--- src/rtl/simple_ser_pkg.sv ---
// simple_ser_pkg: shared types and frame-length helper for simple_ser_tx (parity via SIMPLE_SER_TX_PARITY_EN)
package simple_ser_pkg;

    typedef enum logic {IDLE, SHIFT} state_t;

    localparam int DEF_WIDTH = 6;

    function automatic int frame_len(input int width);
`ifdef SIMPLE_SER_TX_PARITY_EN
        return width + 1;
`else
        return width;
`endif
    endfunction

endpackage

--- src/rtl/simple_ser_tx_if.sv ---
// simple_ser_tx_if: word handshake in, serial frame out
interface simple_ser_tx_if import simple_ser_pkg::*; #(parameter int WIDTH = DEF_WIDTH);

    logic             in_valid;
    logic             in_ready;
    logic [WIDTH-1:0] in_data;
    logic             ser_out;
    logic             ser_valid;
    logic             ser_last;

    modport master (output in_valid, in_data, input in_ready, ser_out, ser_valid, ser_last);
    modport slave  (input in_valid, in_data, output in_ready, ser_out, ser_valid, ser_last);

endinterface

--- src/rtl/ser_bit_stage.sv ---
// ser_bit_stage: one shift-register bit, load wins over shift
module ser_bit_stage (
    input  logic clk,
    input  logic rst_n,
    input  logic load,
    input  logic shift,
    input  logic load_bit,
    input  logic shift_in,
    output logic q
);

    // hold, load a new word bit, or take the neighbour's bit
    always_ff @(posedge clk or negedge rst_n)
        if (!rst_n) q <= 1'b0;
        else if (load) q <= load_bit;
        else if (shift) q <= shift_in;

endmodule

--- src/rtl/simple_ser_tx.sv ---
// simple_ser_tx: LSB-first parallel-to-serial transmitter; SIMPLE_SER_TX_PARITY_EN appends an even-parity bit
module simple_ser_tx import simple_ser_pkg::*; #(
    parameter int WIDTH = DEF_WIDTH
) (
    input logic           clk,
    input logic           rst_n,
    simple_ser_tx_if.slave bus
);

    localparam int FL = frame_len(WIDTH);
    localparam int CW = $clog2(FL + 1);

    state_t         state, state_nx;
    logic [CW-1:0]  cnt, cnt_nx;
    logic [WIDTH-1:0] q;
    logic [WIDTH:0] chain;
    logic           at_last, accept, out_bit;
    logic           so, sv, sl;

    assign at_last      = state == SHIFT && cnt == CW'(FL - 1);
    assign bus.in_ready = state == IDLE || at_last;
    assign accept       = bus.in_valid && bus.in_ready;
    assign chain        = {1'b0, q};

    for (genvar i = 0; i < WIDTH; i++) begin : g_stage
        ser_bit_stage u_stage (
            .clk      (clk),
            .rst_n    (rst_n),
            .load     (accept),
            .shift    (state == SHIFT),
            .load_bit (bus.in_data[i]),
            .shift_in (chain[i+1]),
            .q        (q[i])
        );
    end

`ifdef SIMPLE_SER_TX_PARITY_EN
    logic par;

    // capture even parity of the accepted word for the trailing frame bit
    always_ff @(posedge clk or negedge rst_n)
        if (!rst_n) par <= 1'b0;
        else if (accept) par <= ^bus.in_data;

    assign out_bit = cnt == CW'(WIDTH) ? par : q[0];
`else
    assign out_bit = q[0];
`endif

    // state and bit counter registers
    always_ff @(posedge clk or negedge rst_n)
        if (!rst_n) begin
            state <= IDLE;
            cnt   <= '0;
        end else begin
            state <= state_nx;
            cnt   <= cnt_nx;
        end

    // a new word restarts the frame; otherwise count bits until the last one is sent
    always_comb begin
        state_nx = state;
        cnt_nx   = cnt;
        if (accept) begin
            state_nx = SHIFT;
            cnt_nx   = '0;
        end else if (at_last) state_nx = IDLE;
        else if (state == SHIFT) cnt_nx = cnt + 1'b1;
    end

    // registered serial outputs, one frame bit per SHIFT cycle
    always_ff @(posedge clk or negedge rst_n)
        if (!rst_n) begin
            so <= 1'b0;
            sv <= 1'b0;
            sl <= 1'b0;
        end else begin
            so <= state == SHIFT ? out_bit : 1'b0;
            sv <= state == SHIFT;
            sl <= at_last;
        end

    assign bus.ser_out   = so;
    assign bus.ser_valid = sv;
    assign bus.ser_last  = sl;

endmodule
--- src/flat_wrapper.sv ---
// flat-port wrapper written by rule: the top's interface ports become plain ports
module simple_ser_tx_flat import simple_ser_pkg::*;
#(
    parameter int WIDTH = DEF_WIDTH
)
  (clk, rst_n, bus_in_valid, bus_in_data, bus_in_ready, bus_ser_out, bus_ser_valid, bus_ser_last);
  simple_ser_tx_if #(.WIDTH(WIDTH)) bus_i ();
  input logic clk;
  input logic rst_n;
  input wire logic [$bits(bus_i.in_valid)-1:0] bus_in_valid;
  input wire logic [$bits(bus_i.in_data)-1:0] bus_in_data;
  output wire logic [$bits(bus_i.in_ready)-1:0] bus_in_ready;
  output wire logic [$bits(bus_i.ser_out)-1:0] bus_ser_out;
  output wire logic [$bits(bus_i.ser_valid)-1:0] bus_ser_valid;
  output wire logic [$bits(bus_i.ser_last)-1:0] bus_ser_last;
  assign bus_i.in_valid = bus_in_valid;
  assign bus_i.in_data = bus_in_data;
  assign bus_in_ready = bus_i.in_ready;
  assign bus_ser_out = bus_i.ser_out;
  assign bus_ser_valid = bus_i.ser_valid;
  assign bus_ser_last = bus_i.ser_last;
  simple_ser_tx #(.WIDTH(WIDTH)) u_core (.clk(clk), .rst_n(rst_n), .bus(bus_i));
endmodule
--- config.mk ---
export PLATFORM = sky130hd
export DESIGN_NAME = simple_ser_tx_flat
export DESIGN_NICKNAME = d
export VERILOG_FILES = /design/src/rtl/simple_ser_pkg.sv /design/src/rtl/simple_ser_tx_if.sv /design/src/rtl/ser_bit_stage.sv /design/src/rtl/simple_ser_tx.sv /design/src/flat_wrapper.sv
export SDC_FILE = /design/constraint.sdc
export NUM_CORES = 1
export LEC_CHECK = 0
export BUFFER_PORTS_ARGS = -buffer_cell sky130_fd_sc_hd__buf_2
export CORE_AREA = 2 2 39 41
export DETAILED_ROUTE_END_ITERATION = 6
export DIE_AREA = 0 0 41 43
export GPL_TIMING_DRIVEN = 0
export PLACE_DENSITY = 0.8
export SETUP_SLACK_MARGIN = 0.2
export SLEW_MARGIN = 20
export SYNTH_ARGS = -nofsm -noshare
export SYNTH_HDL_FRONTEND = slang
export SYNTH_SLANG_ARGS = --single-unit
--- constraint.sdc ---
create_clock -name clk -period 2.46 [get_ports clk]
set_input_delay 0.246 -clock clk [delete_from_list [all_inputs] [get_ports clk]]
set_output_delay 0.246 -clock clk [all_outputs]
set_load 0.02 [all_outputs]
[Word level (Yosys, flattened, before mapping)]
Cells that the tools add are included.
Operators by class
  $add $sub $neg: 1
  multipliers: 0
  div/mod/pow operators: 0
  magnitude comparators: 0
  equal/unequal tests: 2
  shifts and indexed selects: 0
  muxes and demuxes: 18
  bitwise logic cells: 1
  reductions and logical operators: 6
Operators by type and width (number)
  $mux 1: 15
  $mux 3: 3
  $reduce_bool 2->1: 2
  $add 3x1->3 const B: 1
  $eq 3x3->1 const B: 1
  $logic_and 1x1->1: 2
  $ne 2x2->1 const B: 1
  $reduce_and 2->1: 1
  $logic_or 1x1->1: 1
  $not 1->1: 1
Word-level totals
  bits in registers: 13
  bits in latches: 0
  memory bits (writable): 0
  bits in read-only memories: 0
  bits of input ports: 9
  output and inout bits: 4
  word-level logic and storage cells: 39
  memories kept: 0

[Depth between registers and ports, before layout]
Gate-level depths: netlist of the first run.
  word-level depth: 6
  gate-level depth with buffers: 6
  gate-level depth less buffers: 5

[Cells and area by module]
Synthesis of the first run repeated with hierarchy kept, for this count alone.
Unflattened totals
  cells, all modules: 50
  area total of the unflattened synthesis: 573.0 um2
By module, submodules not included
  simple_ser_tx: times used 1, cells an instance 26, area each 310.3 um2, seq. area each 175.2 um2
  ser_bit_stage: times used 6, cells an instance 4, area each 43.8 um2, seq. area each 25.0 um2

[Least setup slack after synthesis of the first run]
No wires, ideal clock.
  kind: reg-to-reg
  start point: register u_core.cnt[0]
  end point: register u_core.g_stage[5].u_stage.q
  setup time: 0.122 ns
  arrival time: 1.197 ns
  required time: 2.338 ns
  slack: 1.142 ns
  stages on the path, launching flop included: 5
  path buffers: 1
  period minus slack after synthesis: 1.318 ns
  cells stage by stage: dfrtp_1 ha_1 a21bo_2 buf_6 a32o_1
On the way
  longest elaborated chain between the ends: 5
  elaborated cells on any way between the ends: 6
Ends and longest elaborated chain
  from (decl): RTL line simple_ser_tx.sv:14  | logic [CW-1:0] cnt, cnt_nx;
  from (signal assigned): RTL line simple_ser_tx.sv:57  | cnt <= cnt_nx;
  $eq 3x3->1 *: RTL line simple_ser_tx.sv:20  | assign at_last = state == SHIFT && cnt == CW'(FL - 1);
  $logic_and 1x1->1 *: RTL line simple_ser_tx.sv:20
  $logic_or 1x1->1 *: RTL line simple_ser_tx.sv:21  | assign bus.in_ready = state == IDLE || at_last;
  named net bus_in_ready: RTL line flat_wrapper.sv:12  | output wire logic [$bits(bus_i.in_ready)-1:0] bus_in_ready;
  $logic_and 1x1->1 *: RTL line simple_ser_tx.sv:22  | assign accept = bus.in_valid && bus.in_ready;
  $mux 1 or $reduce_bool 2->1 (tied branches)
  to (signal assigned): RTL line ser_bit_stage.sv:15  | else if (load) q <= load_bit;
  to (signal assigned): RTL line ser_bit_stage.sv:16  | else if (shift) q <= shift_in;
  to (decl): RTL line ser_bit_stage.sv:9  | output logic q
The timed path passes the listed nets; every way through them passes the cells marked *.
A chain may end at the register's enable or synchronous reset.

[Worst setup path after layout of the first run]
  start point: register u_core.cnt[0]
  end point: output port bus_in_ready
On the way
  longest elaborated chain between the ends: 3
Ends and longest elaborated chain (RTL line)
  $eq 3x3->1: simple_ser_tx.sv:20
  $logic_and 1x1->1: simple_ser_tx.sv:20
  $logic_or 1x1->1: simple_ser_tx.sv:21
  to (decl): flat_wrapper.sv:12
Every way passes these cells.

==> flow_summary.yaml, run 1 <==
outcome:
  outcome: "finished, final reports clean"
clocking:
  post_cts_buffers: 0
  ctsResizeCount: 0
  root_buffer: "clkbuf_4"
  clk_pin_slew_ps: 70
  clock_sinks: 13
  cts_max_path_buffers: 2
  htreeDepth: 1
  cts_tree: "yes"
  clkLatencyLatePin_ps: 280
  numCtsBuffers: 3
  cts_hold_buf: 1
synthesis:
  synth_most_common_cell: "dfrtp_1"
  synth_area_sq_um: 604
  syn_inst: 48
  synth_cell_type_count: 22
  yosys-top-cells-area: "dfrtp_1 (54%), o221a_1 (9.3%), a211o_1 (7.2%)"
  yosysTopAreaCell: "dfrtp_1"
  synth_edf_count: 0
  synthArstFlopShare: 1.00
  synth.yosys.seq_area_share: 0.538
  synth_top_area_share: 0.538
  synth_nets: 59
  synth_ff_type: "dfrtp_1"
  synth-seq-cells: 13
  synth_warnings: 0
  synth_area_per_cell_sq_um: 12.6
  yosys-top-cells-count: "dfrtp_1 (13), a211o_1 (5), o221a_1 (5)"
timing:
  worst_slew_pin_slew_ps: 375
  fin_crit_sh: 0.687
  finClkSkew_ps: 1.61
  fin_ws_ps: 770
  fmax_mhz: 592
  maxSlewViolCount: 0
  post-route-min-period_ps: 1690
  hold_violations: 0
  fin_tns_setup_ps: 0
  slew_headroom: 0.750
  finalSetupViolCount: 0
  rsz0062_at_grt: "false"
power_and_ir_drop:
  peakVddDrop_v: 0.000597
  p_leak_nw: 0.369
  powerDensity_nw_per_um2: 1080
final_layout:
  diodes: 0
  drive_gt1_frac: 0.266
  nets: 76
  area_growth_pct: 18.4
critical_path:
  end_kind: "output pin"
  worstPathArrival_ps: 1440
  criticalPathCategory: "flip-flop to output pin"
  worstPathRequired_ps: 2210
  crit_fanout: 10
  start_kind: "flip-flop"
floorplan:
  row_count: 14
  dieArea_sq_um: 1760
  die_height_um: 43
  coreArea_sq_um: 1380
  die_w_um: 41
  start_util: 0.437
  io_pins: 13
global_routing:
  grt_pass1_vias: 443
  grt_max_degree: 14
  grt_pass1_wl_um: 1950
  grt_antenna_before_repair: 0
  overflow: 0
  grt_usage: 0.170
drt:
  vias_per_cell: 5.49
  initialDrtViolationCount: 2
  drtAntennaViolNets: 0
  vias: 439
  first_pass_iters: 4
  post_drt_wl_per_cell_um: 14.2
  wirelength_um: 1140
  drc_errors: 0
hold_path:
  hp-class: "input pin to flip-flop"
placed_design:
  port_buffers: 11
  hpwl_um: 796
  pre_cts_ws_ps: 1080
  gp_congestion: 0.705
job:
  drv_cap: 0
registers in the layout (all words and copies together), names as in the netlist:
name                      flops
u_core.bus.ser_last           1
u_core.g_stage.u_stage.q      6
u_core.bus.ser_out            1
u_core.state                  1
u_core.bus.ser_valid          1
u_core.cnt                    3
critical path: stages, from the launching register on:
cell and delay [ps]:
dfrtp_1 410, ha_1 240, a21bo_2 220, buf_6 140, buf_2 150
placed cells by master, fill, tap and decap left out:
| cell | count |
|---|---|
| nor4bb_1 | 1 |
| inv_1 | 2 |
| a211o_1 | 5 |
| and2_1 | 1 |
| o21ai_0 | 2 |
| a21bo_2 | 1 |
| and2b_1 | 4 |
| clkbuf_1 | 2 |
| nor2_1 | 1 |
| nand3b_1 | 1 |
| a31oi_1 | 1 |
| clkbuf_4 | 3 |
| buf_2 | 12 |
| buf_6 | 1 |
| dfrtp_1 | 13 |
| nand2b_1 | 1 |
| and3_1 | 1 |
| mux2i_1 | 1 |
| ha_1 | 2 |
| nand2_1 | 1 |
| a32o_1 | 1 |
| dlygate4sd3_1 | 1 |
| o221a_1 | 5 |
| nor2b_1 | 1 |
power by group:
part | leakage (nW) | switching [mW] | internal [mW]
clock network | 0.0150 | 0.0682 | 0.0629
logic | 0.191 | 0.147 | 0.147
registers | 0.163 | 0.0552 | 0.292
per-layer routing:
layer | vias to the layer above | share of wire | GRT usage
met1 | 215 | 0.40 | 0.191
met5 | - | 0 | 0
li1 | 210 | - | -
met4 | 0 | 0.011 | 0.0600
met3 | 3 | 0.057 | 0.0785
met2 | 11 | 0.53 | 0.269
final timing paths:
path                                             start                           to  slack (ps)  depth (start not counted)
setup / recovery                         u_core.cnt[0]                 bus_in_ready         770                          4
hold / removal                          bus_in_data[5]  u_core.g_stage[5].u_stage.q         220                          2
setup reg to reg                         u_core.cnt[0]  u_core.g_stage[5].u_stage.q        1090                          4
hold reg to reg            u_core.g_stage[0].u_stage.q           u_core.bus.ser_out         500                          1
max in group asynchronous                        rst_n                u_core.cnt[0]        1860                          2
min in group asynchronous                        rst_n           u_core.bus.ser_out         380                          2
cell type report:
type	count	area [sq um]
clock buffers	4	26.3
plain buffers	3	20.0
inverters	2	7.51
multi-input cells	30	251
flip-flops and latches	13	325
repair buffers	12	65.1
fillers	128	668
well taps	16	20.0
kinds of logic after synthesis:
family	share of synthesized area
buf+inv	0.0455
compound gates	0.226
simple gates	0.133
fa+ha+maj	0.0414
flops	0.538
mux	0.0166
stage by stage:
step | hold WS [ps] | std cells | instance area, sq um | util | power, mW
after detailed placement | 147 | 75 | 679 | 0.491 | 0.645
after global routing | 207 | 80 | 716 | 0.517 | 0.831
after floorplan | -49.6 | 48 | 604 | - | 0.561
final | 225 | 80 | 716 | 0.517 | 0.772
after global placement | 144 | 75 | 679 | 0.491 | 0.627
after CTS | 211 | 80 | 716 | 0.517 | 0.781
No activity file was read; power rests on OpenSTA's default activity.
==> run 2, diff against run 1 <==
==> constraint.sdc (replaced) <==
create_clock -name clk -period 1.6 [get_ports clk]
set_input_delay 0.16 -clock clk [delete_from_list [all_inputs] [get_ports clk]]
set_output_delay 0.16 -clock clk [all_outputs]
set_load 0.02 [all_outputs]
==> run 2 against run 1 <==
Compared with the run above: core utilization up 4.0 points; critical endpoint unchanged; largest power group is now combinational cells; critical path depth is the same; highest routed layer unchanged; register-to-register slack worse by 950 ps; hold slack got worse by 90 ps; combinational power rose by 110%.
==> flow_summary.yaml, run 2 (synthesis results as in run 1) <==
drt:
  initialDrtViolationCount: 0
  first_pass_iters: 1
  drc_errors: 0
  vias_per_cell: 5.57
  post_drt_wl_per_cell_um: 15.5
  wirelength_um: 1300
  drtAntennaViolNets: 0
  vias: 468
power_and_ir_drop:
  peakVddDrop_v: 0.000913
  powerDensity_nw_per_um2: 1760
  p_leak_nw: 0.392
critical_path:
  r2r_cells: 5
  crit_fanout: 3
  rr_startpoint: "u_core.cnt[0]"
  worstPathArrival_ps: 1330
  end_kind: "output pin"
  crit_slowest_cell: "dfrtp_1"
  cp.buffers_inverters: 2
  cpMostUsedCell: "buf_6"
  criticalPathCategory: "flip-flop to output pin"
  r2r-end: "u_core.g_stage[5].u_stage.q"
  critical_path.max_stage_delay_ps: 420
  path_cells: "ha_4 -> a21bo_4 -> buf_6 -> buf_6"
  worstPathRequired_ps: 1440
  critical_path.top_delay_family: "flip-flops"
  start_kind: "flip-flop"
  cp_num_cells: 4
  rrSetupSlack_ps: 140
final_layout:
  final_common_cell: "dfrtp_1"
  top_register: "u_core.g_stage.u_stage.q"
  drive_gt1_frac: 0.338
  diodes: 0
  nets: 80
  fin_area_sq_um: 771
  layout_common_cells: "dfrtp_1 (13), buf_2 (11), a211o_1 (5), o221a_1 (5)"
  seqCellArea_sq_um: 325
  reg_top3: "u_core.g_stage.u_stage.q x6, u_core.cnt x3"
  fill_cells: 125
  largest_reg_flops: 6
  multiInputGateArea_sq_um: 270
  area_growth_pct: 27.5
floorplan:
  die_height_um: 43
  die_w_um: 41
  io_pins: 13
  row_count: 14
  dieArea_sq_um: 1760
  coreArea_sq_um: 1380
  start_util: 0.437
timing:
  hold_violations: 0
  timing.hold.ws_ps: 135
  fin_crit_sh: 0.932
  fmax_mhz: 670
  post-route-min-period_ps: 1490
  maxSlewViolCount: 0
  fin_tns_setup_ps: 0
  finClkSkew_ps: 2.03
  slew_headroom: 0.728
  worst_slew_pin_slew_ps: 409
  rsz0062_at_grt: "true"
  finalSetupViolCount: 0
outcome:
  outcome: "finished, final reports clean"
clocking:
  cts_max_path_buffers: 2
  clock_sinks: 13
  numCtsBuffers: 3
  clk_pin_slew_ps: 70
  clkLatencyLatePin_ps: 280
  cts_tree: "yes"
  htreeDepth: 1
  root_buffer: "clkbuf_4"
hold_path:
  hold_end: "u_core.g_stage[5].u_stage.q"
  hp-class: "input pin to flip-flop"
  hold_depth: 2
  hold_path.startpoint: "bus_in_data[5]"
job:
  drv_cap: 0
global_routing:
  grt_antenna_before_repair: 0
  grt_pass1_wl_um: 2170
  grt_max_degree: 14
  grt_usage: 0.189
  overflow: 0
  grt_pass1_vias: 492
placed_design:
  gp_congestion: 0.705
  hpwl_um: 796
  place_area_sq_um: 679
  port_buffers: 11
==> run 2: cell count changes in the layout (fill, tap and decap cells not counted), sizes merged <==
cell and delta:
buf +4
==> run 2: final cells by class <==
class,instances,share of cell area
inverters,2,0.00974
flip-flops and latches,13,0.422
repair buffers,16,0.131
plain buffers,3,0.0260
multi-input cells,30,0.351
well taps,16,0.0260
clock buffers,4,0.0341
==> run 2: metal layers <==
layer / wire length (um) / up-vias / global-route usage
met4: 17 / 0 / 0.0867
met1: 494 / 232 / 0.195
met2: 724 / 11 / 0.309
met5: 0 / - / 0
met3: 65 / 5 / 0.0838
li1: - / 220 / -
==> run 2: timing repair <==
| action | CTS | global route |
|---|---|---|
| buffers inserted | 3 | 1 |
| pin swaps | 1 | 2 |
| resized for setup | 4 | 3 |
| endpoints found under the setup margin | 1 | 8 |
| hold endpoints to repair | 13 | 0 |
| hold buffers | 1 | 0 |
==> run 2: how the worst max path moves through the flow <==
stage	slack, ps	endpoint	from
after floorplan	280	u_core.g_stage[5].u_stage.q	u_core.cnt[0]
after global placement	260	u_core.g_stage[5].u_stage.q	u_core.cnt[0]
after detailed placement	250	u_core.g_stage[0].u_stage.q	u_core.cnt[0]
after CTS	110	bus_in_ready	u_core.cnt[1]
after global routing	70	bus_in_ready	u_core.cnt[0]
final	110	bus_in_ready	u_core.cnt[0]
==> run 2: where the power goes <==
part           switching (mW)  internal (mW)
clock                   0.105         0.0969
combinational           0.279          0.337
sequential             0.0885          0.448
==> run 2: metrics by stage <==
step	util	worst slack [ps]	std cells	total power [mW]
after floorplan	-	282	48	0.863
after global placement	0.491	261	75	0.963
after detailed placement	0.491	250	75	0.991
after CTS	0.544	114	83	1.29
after global routing	0.557	65.7	84	1.45
final	0.557	108	84	1.35
